[config.mk]
export PLATFORM = sky130hd
export DESIGN_NAME = fpu_issue_seq
export DESIGN_NICKNAME = d
export VERILOG_FILES = /design/src/rtl/fpu_issue_seq.sv
export SDC_FILE = /design/constraint.sdc
export NUM_CORES = 1
export LEC_CHECK = 0
export ABC_CLOCK_PERIOD_IN_PS = 3800
export BUFFER_PORTS_ARGS = -buffer_cell sky130_fd_sc_hd__clkbuf_2
export CAP_MARGIN = 10
export CORE_MARGIN = 10
export CORE_UTILIZATION = 50
export CTS_BUF_LIST = sky130_fd_sc_hd__clkbuf_2 sky130_fd_sc_hd__clkbuf_4 sky130_fd_sc_hd__clkbuf_8
export CTS_CLUSTER_SIZE = 10
export DETAILED_ROUTE_END_ITERATION = 10
export MAX_ROUTING_LAYER = met4
export PLACE_DENSITY = 0.88
export SLEW_MARGIN = 20
export SYNTH_ARGS = -nofsm -noshare
export SYNTH_HDL_FRONTEND = slang
export SYNTH_SLANG_ARGS = --single-unit
[constraint.sdc]
create_clock -name cpu_clk -period 3.8 [get_ports cpu_clk]
set_input_delay 0.76 -clock cpu_clk [delete_from_list [all_inputs] [get_ports cpu_clk]]
set_output_delay 0.76 -clock cpu_clk [all_outputs]
set_load 0.01 [all_outputs]
[src/rtl/fpu_issue_seq.sv]
`default_nettype none
// ============================================================================
// Module   : fpu_issue_seq
// Brief    : Holds one FP op on the ALU inputs for its fixed latency, then
//            emits a one-cycle write-back. Define FPU_SEQ_FLAGS_EN to add
//            the flags[3:0] result-classification output.
// Revision : 1.0 - initial release
// ============================================================================
module fpu_issue_seq #(
    parameter int LAT_ADD  = 1,
    parameter int LAT_MUL  = 2,
    parameter int LAT_DIV  = 12,
    parameter int LAT_SQRT = 16
) (
    input  logic        cpu_clk,
    input  logic        rst_n,
    input  logic        issue_valid,
    input  logic [2:0]  issue_op,
    input  logic [31:0] issue_a,
    input  logic [31:0] issue_b,
    input  logic [4:0]  issue_dst,
    input  logic        flush,
    output logic        issue_ready,
    output logic        busy,
    output logic [31:0] alu_a,
    output logic [31:0] alu_b,
    output logic [2:0]  alu_sel,
    input  logic [31:0] alu_result,
    output logic        wb_valid,
    output logic [4:0]  wb_addr,
    output logic [31:0] wb_data,
    output logic        illegal_op
`ifdef FPU_SEQ_FLAGS_EN
    ,
    output logic [3:0]  flags
`endif
);

    localparam logic [1:0]  S_IDLE = 2'd0;
    localparam logic [1:0]  S_EXEC = 2'd1;
    localparam logic [1:0]  S_WB   = 2'd2;

    localparam logic [31:0] c_qnan      = 32'h7FC0_0000;
    localparam logic [4:0]  c_cnt_add   = 5'(LAT_ADD  - 1);
    localparam logic [4:0]  c_cnt_mul   = 5'(LAT_MUL  - 1);
    localparam logic [4:0]  c_cnt_div   = 5'(LAT_DIV  - 1);
    localparam logic [4:0]  c_cnt_sqrt  = 5'(LAT_SQRT - 1);

    logic [1:0] r_state;
    logic [4:0] r_cnt;
    logic [4:0] r_dst;
    logic       w_accept;
    logic       w_legal;
    logic [4:0] w_cnt_init;

    assign issue_ready = (r_state != S_EXEC) && !flush;
    assign busy        = (r_state == S_EXEC);
    assign w_accept    = issue_valid && issue_ready;
    assign w_legal     = !issue_op[2];

    always_comb begin
        w_cnt_init = c_cnt_add;
        case (issue_op[1:0])
            2'd0:    w_cnt_init = c_cnt_add;
            2'd1:    w_cnt_init = c_cnt_mul;
            2'd2:    w_cnt_init = c_cnt_div;
            default: w_cnt_init = c_cnt_sqrt;
        endcase
    end

`ifdef FPU_SEQ_FLAGS_EN
    // {invalid, overflow, zero} classification of a write-back value
    function automatic logic [2:0] f_class(input logic [31:0] v);
        return {(&v[30:23]) && (|v[22:0]), (&v[30:23]) && !(|v[22:0]), !(|v[30:0])};
    endfunction
`endif

    always_ff @(posedge cpu_clk) begin
        if (!rst_n) begin
            r_state    <= S_IDLE;
            r_cnt      <= 5'd0;
            r_dst      <= 5'd0;
            alu_a      <= 32'd0;
            alu_b      <= 32'd0;
            alu_sel    <= 3'd0;
            wb_valid   <= 1'b0;
            wb_addr    <= 5'd0;
            wb_data    <= 32'd0;
            illegal_op <= 1'b0;
`ifdef FPU_SEQ_FLAGS_EN
            flags      <= 4'd0;
`endif
        end else begin
            wb_valid   <= 1'b0;
            illegal_op <= 1'b0;
            if (flush) begin
                r_state <= S_IDLE;
                r_cnt   <= 5'd0;
            end else if (w_accept) begin
                alu_a   <= issue_a;
                alu_b   <= issue_b;
                alu_sel <= issue_op;
                r_dst   <= issue_dst;
                if (w_legal) begin
                    r_state <= S_EXEC;
                    r_cnt   <= w_cnt_init;
                end else begin
                    // Illegal selectors bypass the ALU and return a quiet NaN
                    r_state    <= S_WB;
                    r_cnt      <= 5'd0;
                    wb_valid   <= 1'b1;
                    illegal_op <= 1'b1;
                    wb_addr    <= issue_dst;
                    wb_data    <= c_qnan;
`ifdef FPU_SEQ_FLAGS_EN
                    flags      <= {f_class(c_qnan), 1'b1};
`endif
                end
            end else if (r_state == S_EXEC) begin
                if (r_cnt != 5'd0) begin
                    r_cnt <= r_cnt - 5'd1;
                end else begin
                    r_state  <= S_WB;
                    wb_valid <= 1'b1;
                    wb_addr  <= r_dst;
                    wb_data  <= alu_result;
`ifdef FPU_SEQ_FLAGS_EN
                    flags    <= {f_class(alu_result), 1'b0};
`endif
                end
            end else begin
                r_state <= S_IDLE;
            end
        end
    end

endmodule
`default_nettype wire

==> key figures, run 1 <==
Power
  • Power share of the combinational group: 10.1%
  • Internal power: 1.95 mW
  • Power per Cell Area: around 470 nW/um^2
  • Worst VDD drop: 0.000303 V
  • Clock share of power: between 30% and 40%
  • Flop pwr share: about 50%
  • Psw: 0.665 mW
  • Sw Ratio: roughly a quarter
  • Leakage: approximately 2.6 nW

Setup path
  • CP top delay family: simple AND/OR/NAND/NOR gates
  • Worst path required time: 3.04 ns
  • Crit Path Class: register to output port
  • CP Launch Type: register
  • CP Buf/Inv Count: 2
  • Slowest cell on crit path: nand2b_1
  • Worst Path Arrival: roughly 1.7 ns
  • Max FO, Critical Path: 12
  • Worst Setup End Kind: output port
  • Worst path max stage delay: about 0.47 ns
  • CP Cell Sequence: nand2b_1 -> inv_1 -> nor2_1 -> clkbuf_2

Timing
  • Hold WS: 0.452 ns
  • Max Fclk: just over 400 MHz
  • Hold Fails Final Rpt: 0
  • Setup TNS: 0 ns
  • RSZ-0062 raised after global routing: false
  • Relative slew slack: 35.5%
  • Final setup fails: 0
  • Period minus WS final: around 2.5 ns
  • Slew @ Worst Pin: 0.967 ns
  • Worst Skew: roughly 0.012 ns
  • Max-slew violations: 0
  • Period utilization: 64.8%

Die
  • Initial Util: 52.3%
  • Core area: roughly 7800 um^2
  • Die ar.: about 12,000 um^2
  • IO Pins: 216
  • Std cell rows: 32
  • Die Y-Extent: 111 um
  • Die outline width: around 110 um

Final layout
  • Share of cells above drive strength 1: 39.6%
  • Ant. Diodes: 0
  • Syn-to-layout area delta: 36.0%
  • Nets@finish: between 700 and 800
  • Final Cell Area: approximately 5600 um^2

Placement
  • Routability congestion estimate: ~0.9
  • DP HPWL: 9.84 mm
  • Area after DPL: roughly 5200 um^2
  • I/O Buffers: ~220

Detailed routing
  • DRC: 0
  • First-pass iteration count of the detailed router: 4
  • Final wirelength: 12.9 mm
  • Final ANT Viol Nets: 0
  • Vias post-DR: approximately 4,000
  • Avg WL per Cell: around 17 um
  • Drt first-iter violations: approximately 270
  • Via density: 5.13

Yosys
  • Mapped Cells: 462
  • EDFF count, synth: 0
  • Cell with the most instances after synthesis: nand2_1
  • Sequential-to-total area share from yosys stat: around 58%
  • FFs w/ async S/R, synth: 0%
  • Synth unique cells: 35
  • Ys Warns: 0
  • Area leader, netlist: dfxtp_1
  • Synth Net Count: 571
  • Synth Cell Area: roughly 4100 um^2
  • Top cell type's share of synthesized area: between 50% and 60%
  • Top FF cell, synth: dfxtp_1
  • Largest cells by area after synthesis: dfxtp_1, nand2_1, a21oi_1
  • List of most frequent post-synthesis cells: nand2_1, dfxtp_1, a21oi_1
  • Yosys reg bits: 118
  • Syn Area/Cell: around 8.9 um^2

Clocking
  • Postcts setup bufs: 0
  • Sink Count: about 120
  • Resized cells post-CTS: 0
  • Clock-pin slew on the worst setup and hold paths: approximately 0.07 ns
  • Htree depth: 4
  • CTS Hold Bufs: 0
  • Skew-Pair Late Insertion Delay: about 0.41 ns
  • Clock Tree Root: clkbuf_8
  • TritonCTS Buffers: 17
  • CTS max path bufs: 2
  • CTS tree: built

GRT
  • First-pass GRT wire length: between 20 and 25 mm
  • Antenna violations before repair: 0
  • Total Routing Usage GR: a little over a fifth
  • Vias in the first global route: approximately 4,000
  • Total gr overflow: 0
  • Pin count of the biggest net entering global routing: 56

Worst hold path
  • Hold WC Path Type: register to register

Flow run
  • Max-cap violations: 0

Run status
  • Status: finished clean
worst min-delay path: cells and delay by family (launching register included):
kind / cells / cell delay, ns
AO/OA/AOI/OAI: 1 / 0.05
flip-flops: 1 / 0.31
AND/OR/NAND/NOR: 1 / 0.05
per-layer routing:
layer | GRT usage (%) | vias to the layer above | share of wire [%]
met5 | - | - | 0
met4 | 8.55 | 0 | 2.1
met3 | 6.59 | 18 | 7.2
met2 | 34.5 | 176 | 50
met1 | 22.9 | 1828 | 41
li1 | - | 1984 | -
layout make-up:
class | instances | area (um^2)
Clock buffer | 20 | 269
Clock inverter | 12 | 104
Fill cell | 624 | 2270
Inverter | 5 | 18.8
Multi-Input combinational cell | 304 | 1590
Sequential cell | 118 | 2360
Tap cell | 102 | 128
Timing Repair Buffer | 220 | 1110
state kept, by name, summed over array words and instances, names as in the netlist:
signal / count
r_state: 2
alu_a: 32
alu_sel: 3
wb_addr: 5
r_cnt: 5
wb_data: 32
illegal_op: 1
alu_b: 32
wb_valid: 1
r_dst: 5
placed cells by master, fill, tap and decap left out, types with 2 or more instances in the layout:
cell	count
a21oi_1	80
a22o_1	23
a311oi_1	5
and2_1	3
buf_4	5
clkbuf_2	215
clkbuf_8	19
clkinv_2	5
clkinv_4	2
clkinvlp_4	3
dfxtp_1	118
inv_1	3
nand2_1	147
nand3_1	6
nor2_1	6
nor3_1	2
o21ai_0	2
o221a_2	9
xnor2_1	2
through the flow:
step	cells	utilization [%]	power (mW)	setup WS, ns
after CTS	781	71.0	2.64	1.33
after global placement	749	66.3	1.59	1.26
after detailed placement	749	66.3	1.60	1.12
final	781	71.1	2.62	1.34
after floorplan	462	-	1.47	1.82
after global routing	781	71.1	2.73	1.13
cells by family (layout without fill, tap and decap cells):
logic type	count (synthesis)	in the layout	synth area share, %
and+or+nand+nor	175	175	17.4
AOI/OAI and AO/OA	125	125	19.6
DFF	118	118	57.6
buffers and inverters	40	257	4.09
xor gates and xnor gates	2	2	0.427
adders and majority gates	1	1	0.305
muxes	1	1	0.549
power by group through the flow:
stage	clock network, mW	registers (mW)	logic, mW
detailed placement	0	1.34	0.265
global placement	0	1.33	0.256
CTS	1.06	1.31	0.266
floorplan	0	1.36	0.113
finish	1.04	1.31	0.265
global route	1.12	1.31	0.294
worst paths after layout:
kind / start / end / slack (ns) / depth (start not counted)
setup / recovery: r_state[1] / issue_ready / 1.34 / 4
hold / removal: alu_a[27] / alu_a[27] / 0.45 / 2
setup reg to reg: r_state[1] / alu_a[15] / 1.38 / 5
hold reg to reg: alu_a[27] / alu_a[27] / 0.45 / 2
(Power assumes the default switching activity.)
==> run 2, diff against run 1 <==
Settings changed: ABC_AREA set to 1, ABC_CLOCK_PERIOD_IN_PS 3800 to 2040, CORE_UTILIZATION 50 to 44, PLACE_DENSITY 0.88 to 0.79.
Clock period 3.8 ns to 2.04 ns, I/O delays scaled along.
==> run 2 against run 1 <==
  * Clock power is 98% higher
  * Combinational power up 150%
  * Critical path type is now register to register
  * Cell count grew 30%
==> key figures, run 2 <==
Setup path
  • Worst Setup End Kind: register
  • RR Endpoint: wb_data[13]
  • R2R Path Start: r_cnt[0]
  • Path depth of the worst reg2reg path: 7 (+2)
  • Crit Path Class: register to register
  • Max FO, Critical Path: 24 (+12)
  • CP Launch Type: register
  • Worst Path Arrival: 2.03 ns (+0.33 ns)
  • Worst path required time: 2.35 ns (-0.69 ns)
  • Crit. Startpoint: r_cnt[0]
  • Reg-to-reg setup timing slack: 0.32 ns (-1.06 ns)

Die
  • IO Pins: 216 (unchanged)
  • Initial Util: 45.5% (-6.8 points)
  • Die Y-Extent: 124 um (+12%)
  • Die ar.: 15,300 um^2 (+25%)
  • Die outline width: 124 um (+12%)
  • Core area: 10,400 um^2 (+33%)
  • Std cell rows: 37 (+16%)

Final layout
  • Syn-to-layout area delta: 32.9%
  • Ant. Diodes: 0 (unchanged)
  • Top Registers: alu_a (32), alu_b (32), wb_data (32)
  • Leading cell type in the layout, fill and taps excluded: nand2_1
  • Non-Filler Instances: 1,016 (+30%)
  • Share of cells above drive strength 1: 30.8% (-8.8 points)
  • Commonest cells after routing, fill and taps aside: nand2_1, clkbuf_2, dfxtp_1, a21oi_1, nor2_1
  • Nets@finish: 976 (+26%)
  • Final Cell Area: 6300 um^2 (+13%)

Yosys
  • Yosys reg bits: 118 (unchanged)
  • Synth Cell Area: 4740 um^2 (+16%)
  • Top cell type's share of synthesized area: 49.8% (-7.7 points)
  • Ys Warns: 0 (unchanged)
  • Top FF cell, synth: dfxtp_1
  • Largest cells by area after synthesis: dfxtp_1, nand2_1, a21oi_1
  • FFs w/ async S/R, synth: 0% (unchanged)
  • Syn Area/Cell: 7.13 um^2 (-20%)
  • Cell with the most instances after synthesis: nand2_1
  • Synth unique cells: 25 (-29%)
  • Sequential-to-total area share from yosys stat: 49.8% (-7.7 points)
  • EDFF count, synth: 0 (unchanged)
  • List of most frequent post-synthesis cells: nand2_1, dfxtp_1, a21oi_1
  • Mapped Cells: 665 (+44%)
  • Area leader, netlist: dfxtp_1
  • Synth Net Count: 774 (+36%)

Placement
  • DP HPWL: 10.4 mm (+6.1%)
  • Area after DPL: 5920 um^2 (+14%)
  • Routability congestion estimate: 0.819 (-9.3%)
  • I/O Buffers: 215 (unchanged)
  • Placed cells: 984 (+31%)

Detailed routing
  • DRC: 0 (unchanged)
  • First-pass iteration count of the detailed router: 4 (unchanged)
  • Final wirelength: 14.3 mm (+11%)
  • Drt first-iter violations: 327 (+22%)
  • Vias post-DR: 4,716 (+18%)
  • Final ANT Viol Nets: 0 (unchanged)
  • Via density: 4.64 (-9.5%)
  • Avg WL per Cell: 14.0 um (-15%)

GRT
  • Antenna violations before repair: 0 (unchanged)
  • Total gr overflow: 0 (unchanged)
  • Pin count of the biggest net entering global routing: 69 (+23%)
  • Total Routing Usage GR: 18.7% (-2.2 points)
  • First-pass GRT wire length: 22.1 mm (+7.5%)
  • Vias in the first global route: 4,527 (+12%)

Clocking
  • TritonCTS Buffers: 17 (unchanged)
  • CTS max path bufs: 2 (unchanged)
  • Sink Count: 118 (unchanged)
  • CTS tree: built
  • Resized cells post-CTS: 0 (unchanged)
  • CTS Hold Bufs: 0 (unchanged)
  • Clock Tree Root: clkbuf_8
  • Skew-Pair Late Insertion Delay: 0.42 ns (about the same)
  • Postcts setup bufs: 0 (unchanged)
  • Htree depth: 4 (unchanged)
  • Clock-pin slew on the worst setup and hold paths: 0.08 ns (about the same)

Worst hold path
  • Hold endpoint: alu_a[0]
  • Worst hold stages: 3 (+1)
  • Hold WC Path Type: input pin to register
  • Hold_sp: issue_a[0]

Timing
  • Max Fclk: between 500 and 600 MHz
  • Final setup fails: 0 (unchanged)
  • Relative slew slack: 64.3% (+29 points)
  • Slew @ Worst Pin: 0.536 ns (-0.431 ns)
  • RSZ-0062 raised after global routing: false
  • Setup TNS: 0 ns (unchanged)
  • Max-slew violations: 0 (unchanged)
  • Period utilization: 84.2%
  • Worst Skew: 0.0201 ns (+0.00799 ns)
  • Period minus WS final: 1.72 ns
  • Hold Fails Final Rpt: 0 (unchanged)

Power
  • Power per Cell Area: 822 nW/um^2 (+75%)
  • Leakage: 3.23 nW (+25%)
  • Worst VDD drop: 0.000527 V (+74%)

Run status
  • Status: finished clean

Flow run
  • Max-cap violations: 0 (unchanged)
-- run 2: changes by cell type after synthesis, moves of 5 or more --
cell	delta
a21oi_1	+17
a22o_1	-23
a311oi_1	-5
buf_2	+12
clkbuf_1	-9
inv_1	+50
inv_2	+5
nand2_1	+82
nand3_1	+12
nand3b_1	+9
nand4_1	+6
nor2_1	+60
o21ai_0	+6
o221a_2	-9
-- run 2: layer usage --
| layer | global-route usage (%) | wire (um) | vias up |
|---|---|---|---|
| met5 | - | 0 | - |
| li1 | - | - | 2472 |
| met1 | 22.4 | 6020 | 2049 |
| met2 | 27.7 | 6400 | 188 |
| met4 | 4.59 | 99 | 0 |
| met3 | 9.14 | 1730 | 7 |
-- run 2: worst max path at each step --
stage                     cells after the start     endpoint  slack (ns)
final                                         7  wb_data[13]        0.32
after global routing                          8  wb_data[11]        0.14
after CTS                                     7  wb_data[17]        0.34
after detailed placement                      7     r_cnt[4]        0.30
after global placement                        7     r_cnt[4]        0.33
after floorplan                               8  wb_data[24]        0.74
-- run 2: kinds of logic (layout without fill, tap and decap cells) --
kind of cell    Yosys count  in the layout  share of synthesized area [%]
compound gates          106            106                           11.2
fa+ha+maj                 1              1                          0.264
buf+inv                 102            317                           9.40
flops                   118            118                           49.8
simple gates            338            338                           29.3
-- run 2: metrics by stage --
step	power [mW]	setup WS, ns	utilization [%]	hold WS, ns
floorplan	2.89	0.736	-	0.438
global placement	3.17	0.326	56.8	0.449
detailed placement	3.18	0.295	56.8	0.455
CTS	5.24	0.338	60.5	0.179
global route	5.43	0.144	60.5	0.181
finish	5.18	0.322	60.5	0.203
-- run 2: power by group --
part	switching (mW)	total, mW	internal [mW]
clock	0.952	2.06	1.10
combinational	0.383	0.657	0.274
sequential	0.0540	2.46	2.41
total	1.39	5.18	3.79
-- run 2: area by class of cell --
class | instances | area [um^2]
Clock inverter | 13 | 133
Tap cell | 136 | 170
Fill cell | 1018 | 4120
Timing Repair Buffer | 227 | 1230
Clock buffer | 19 | 249
Multi-Input combinational cell | 445 | 1940
Sequential cell | 118 | 2360
Inverter | 58 | 218
-- run 2: worst max-delay path, cell delays in order (launching register included) --
cell and delay, ns:
dfxtp_1 0.33, inv_1 0.08, ha_1 0.26, nand4_1 0.14, nand2_2 0.33, nand2_4 0.25
nor2_1 0.16, nor2_1 0.06
==> run 3, diff against run 2 <==
Settings changed: ABC_CLOCK_PERIOD_IN_PS 2040 to 1700, CORE_UTILIZATION 44 to 48, PLACE_DENSITY 0.79 to 0.82.
Clock period 2.04 ns to 1.7 ns, I/O delays scaled along.
==> run 3 against run 2 <==
  * Worst setup slack lost 0.18 ns
  * Clock skew shrank 0.0050 ns
  * Critical path depth shrank 3
  * Wire length shrank 1.0%
  * Largest cell class unchanged
  * Highest routed layer unchanged
==> key figures, run 3 (synthesis results as in run 2) <==
Run status
  • Status: finished clean

Clocking
  • CTS tree: built
  • TritonCTS Buffers: 17 (unchanged)
  • Clock Tree Root: clkbuf_8
  • Clock-pin slew on the worst setup and hold paths: 0.08 ns (about the same)
  • CTS max path bufs: 2 (unchanged)
  • Sink Count: 118 (unchanged)
  • Htree depth: 4 (unchanged)
  • Skew-Pair Late Insertion Delay: 0.42 ns (about the same)

Timing
  • Max-slew violations: 0 (unchanged)
  • Slew @ Worst Pin: 0.406 ns (-0.130 ns)
  • RSZ-0062 raised after global routing: false
  • Period minus WS final: ~1.6 ns
  • Period utilization: between 90% and 100%
  • Worst Skew: 0.0151 ns (-0.00504 ns)
  • Setup TNS: 0 ns (unchanged)
  • Hold Fails Final Rpt: 0 (unchanged)
  • Relative slew slack: 72.9% (+8.6 points)
  • Final setup fails: 0 (unchanged)
  • Max Fclk: about 640 MHz

Detailed routing
  • Final wirelength: 14.1 mm (-1.0%)
  • Met3 Wirelength: 1.42 mm (-18%)
  • DRT met1 WL: 6.24 mm (+3.5%)
  • Final ANT Viol Nets: 0 (unchanged)
  • Drt first-iter violations: 324 (-0.92%)
  • Via density: 4.70 (+1.3%)
  • Avg WL per Cell: 13.9 um (-1.0%)
  • First-pass iteration count of the detailed router: 4 (unchanged)
  • Vias post-DR: 4,775 (+1.3%)
  • DRC: 0 (unchanged)
  • DR top layer: met4
  • DR WL met2: 6.37 mm (-0.58%)

Power
  • Power per Cell Area: 1020 nW/um^2 (+24%)
  • Worst VDD drop: 0.000796 V (+51%)
  • Leakage: 3.26 nW (+1.0%)
  • Overall Power: 6.50 mW (+25%)

Final layout
  • Nets@finish: 979 (+0.31%)
  • FILL cells: 883 (-13%)
  • Syn-to-layout area delta: 34.5%
  • Ant. Diodes: 0 (unchanged)
  • Area of the multi-input gates: 1940 um^2 (+0.26%)
  • Commonest cells after routing, fill and taps aside: nand2_1, clkbuf_2, dfxtp_1, a21oi_1, nor2_1
  • Leading cell type in the layout, fill and taps excluded: nand2_1
  • Sequential cell area: 2360 um^2 (unchanged)
  • Share of cells above drive strength 1: 31.0% (+0.24 points)
  • Top Registers: alu_a (32), alu_b (32), wb_data (32)

Setup path
  • Max FO, Critical Path: 5 (-79%)
  • Worst Setup End Kind: output port
  • Crit Path Class: register to output port
  • Worst Path Arrival: 1.22 ns (-0.81 ns)
  • Worst path required time: 1.36 ns (-0.99 ns)
  • CP Launch Type: register

Placement
  • Routability congestion estimate: 0.855 (+4.4%)
  • DP HPWL: 10.4 mm (-0.76%)
  • I/O Buffers: 215 (unchanged)

Worst hold path
  • Hold WC Path Type: input pin to register

Die
  • Die Y-Extent: 119 um (-3.6%)
  • Core area: 9680 um^2 (-7.0%)
  • IO Pins: 216 (unchanged)
  • Initial Util: 48.9% (+3.4 points)
  • Die ar.: 14,200 um^2 (-7.0%)
  • Die outline width: 119 um (-3.6%)
  • Std cell rows: 36 (-2.7%)

GRT
  • Total gr overflow: 0 (unchanged)
  • First-pass GRT wire length: 22.5 mm (+1.5%)
  • Antenna violations before repair: 0 (unchanged)
  • Total Routing Usage GR: 19.6% (+0.87 points)
  • Pin count of the biggest net entering global routing: 69 (unchanged)
  • Vias in the first global route: 4,582 (+1.2%)

Flow run
  • Max-cap violations: 0 (unchanged)
## run 3: changes by cell type in the layout (fill, tap and decap cells not counted), sizes merged
| cell | before | now |
|---|---|---|
| inv | 59 | 62 |
| clkinv | 6 | 2 |
| buf | 12 | 15 |
| bufinv | 2 | 3 |
## run 3: cell type report
cell class | count | share of cell area (%)
multi-input combinational | 445 | 30.5
clock buffer | 19 | 4.10
sequential | 118 | 37.1
clock inverter | 13 | 2.65
tap | 133 | 2.61
timing repair buffer | 230 | 19.6
inverter | 58 | 3.42
## run 3: routing by layer
layer	track usage (%)	vias to the layer above
li1	-	2481
met1	23.6	2100
met2	29.1	186
met3	8.27	8
met4	6.18	0
met5	-	-
## run 3: repair_timing
action / in CTS / in global routing
hold buffers: 0 / 0
resized for setup: 0 / 1
setup endpoints to repair: 0 / 1
buffers inserted: 0 / 0
## run 3: report_power, final
group	total [mW]	switching (mW)	internal [mW]	leakage [nW]
clock	2.74	1.20	1.55	0.206
combinational	0.795	0.461	0.334	2.09
sequential	2.96	0.0672	2.89	0.963
total	6.50	1.72	4.77	3.26
## run 3: path summary, 6_finish.rpt
kind | start | end | slack [ns] | cells after the start
worst max-delay path | r_state[0] | issue_ready | 0.14 | 4
worst min register to register | alu_b[16] | alu_b[16] | 0.47 | 2
worst max register to register | r_state[1] | alu_sel[0] | 0.14 | 7
worst min-delay path | issue_a[23] | alu_a[23] | 0.14 | 3
## run 3: through the flow
step           std cells  hold WS, ns  instance area (um^2)  worst slack, ns  util [%]
2_1_floorplan        665        0.438                  4740            0.396         -
3_3_place_gp         984        0.448                  5940            0.186      61.3
3_5_place_dp         984        0.454                  5940            0.144      61.3
4_1_cts             1016        0.113                  6370            0.106      65.7
5_1_grt             1016        0.115                  6370           0.0227      65.8
6_report            1016        0.141                  6370            0.141      65.8
## run 3: critical path, cell delays in order (launching register included)
cell and delay (ns):
dfxtp_1 0.38, inv_2 0.07, nor2_4 0.17, nor2_1 0.06
clkbuf_2 0.13
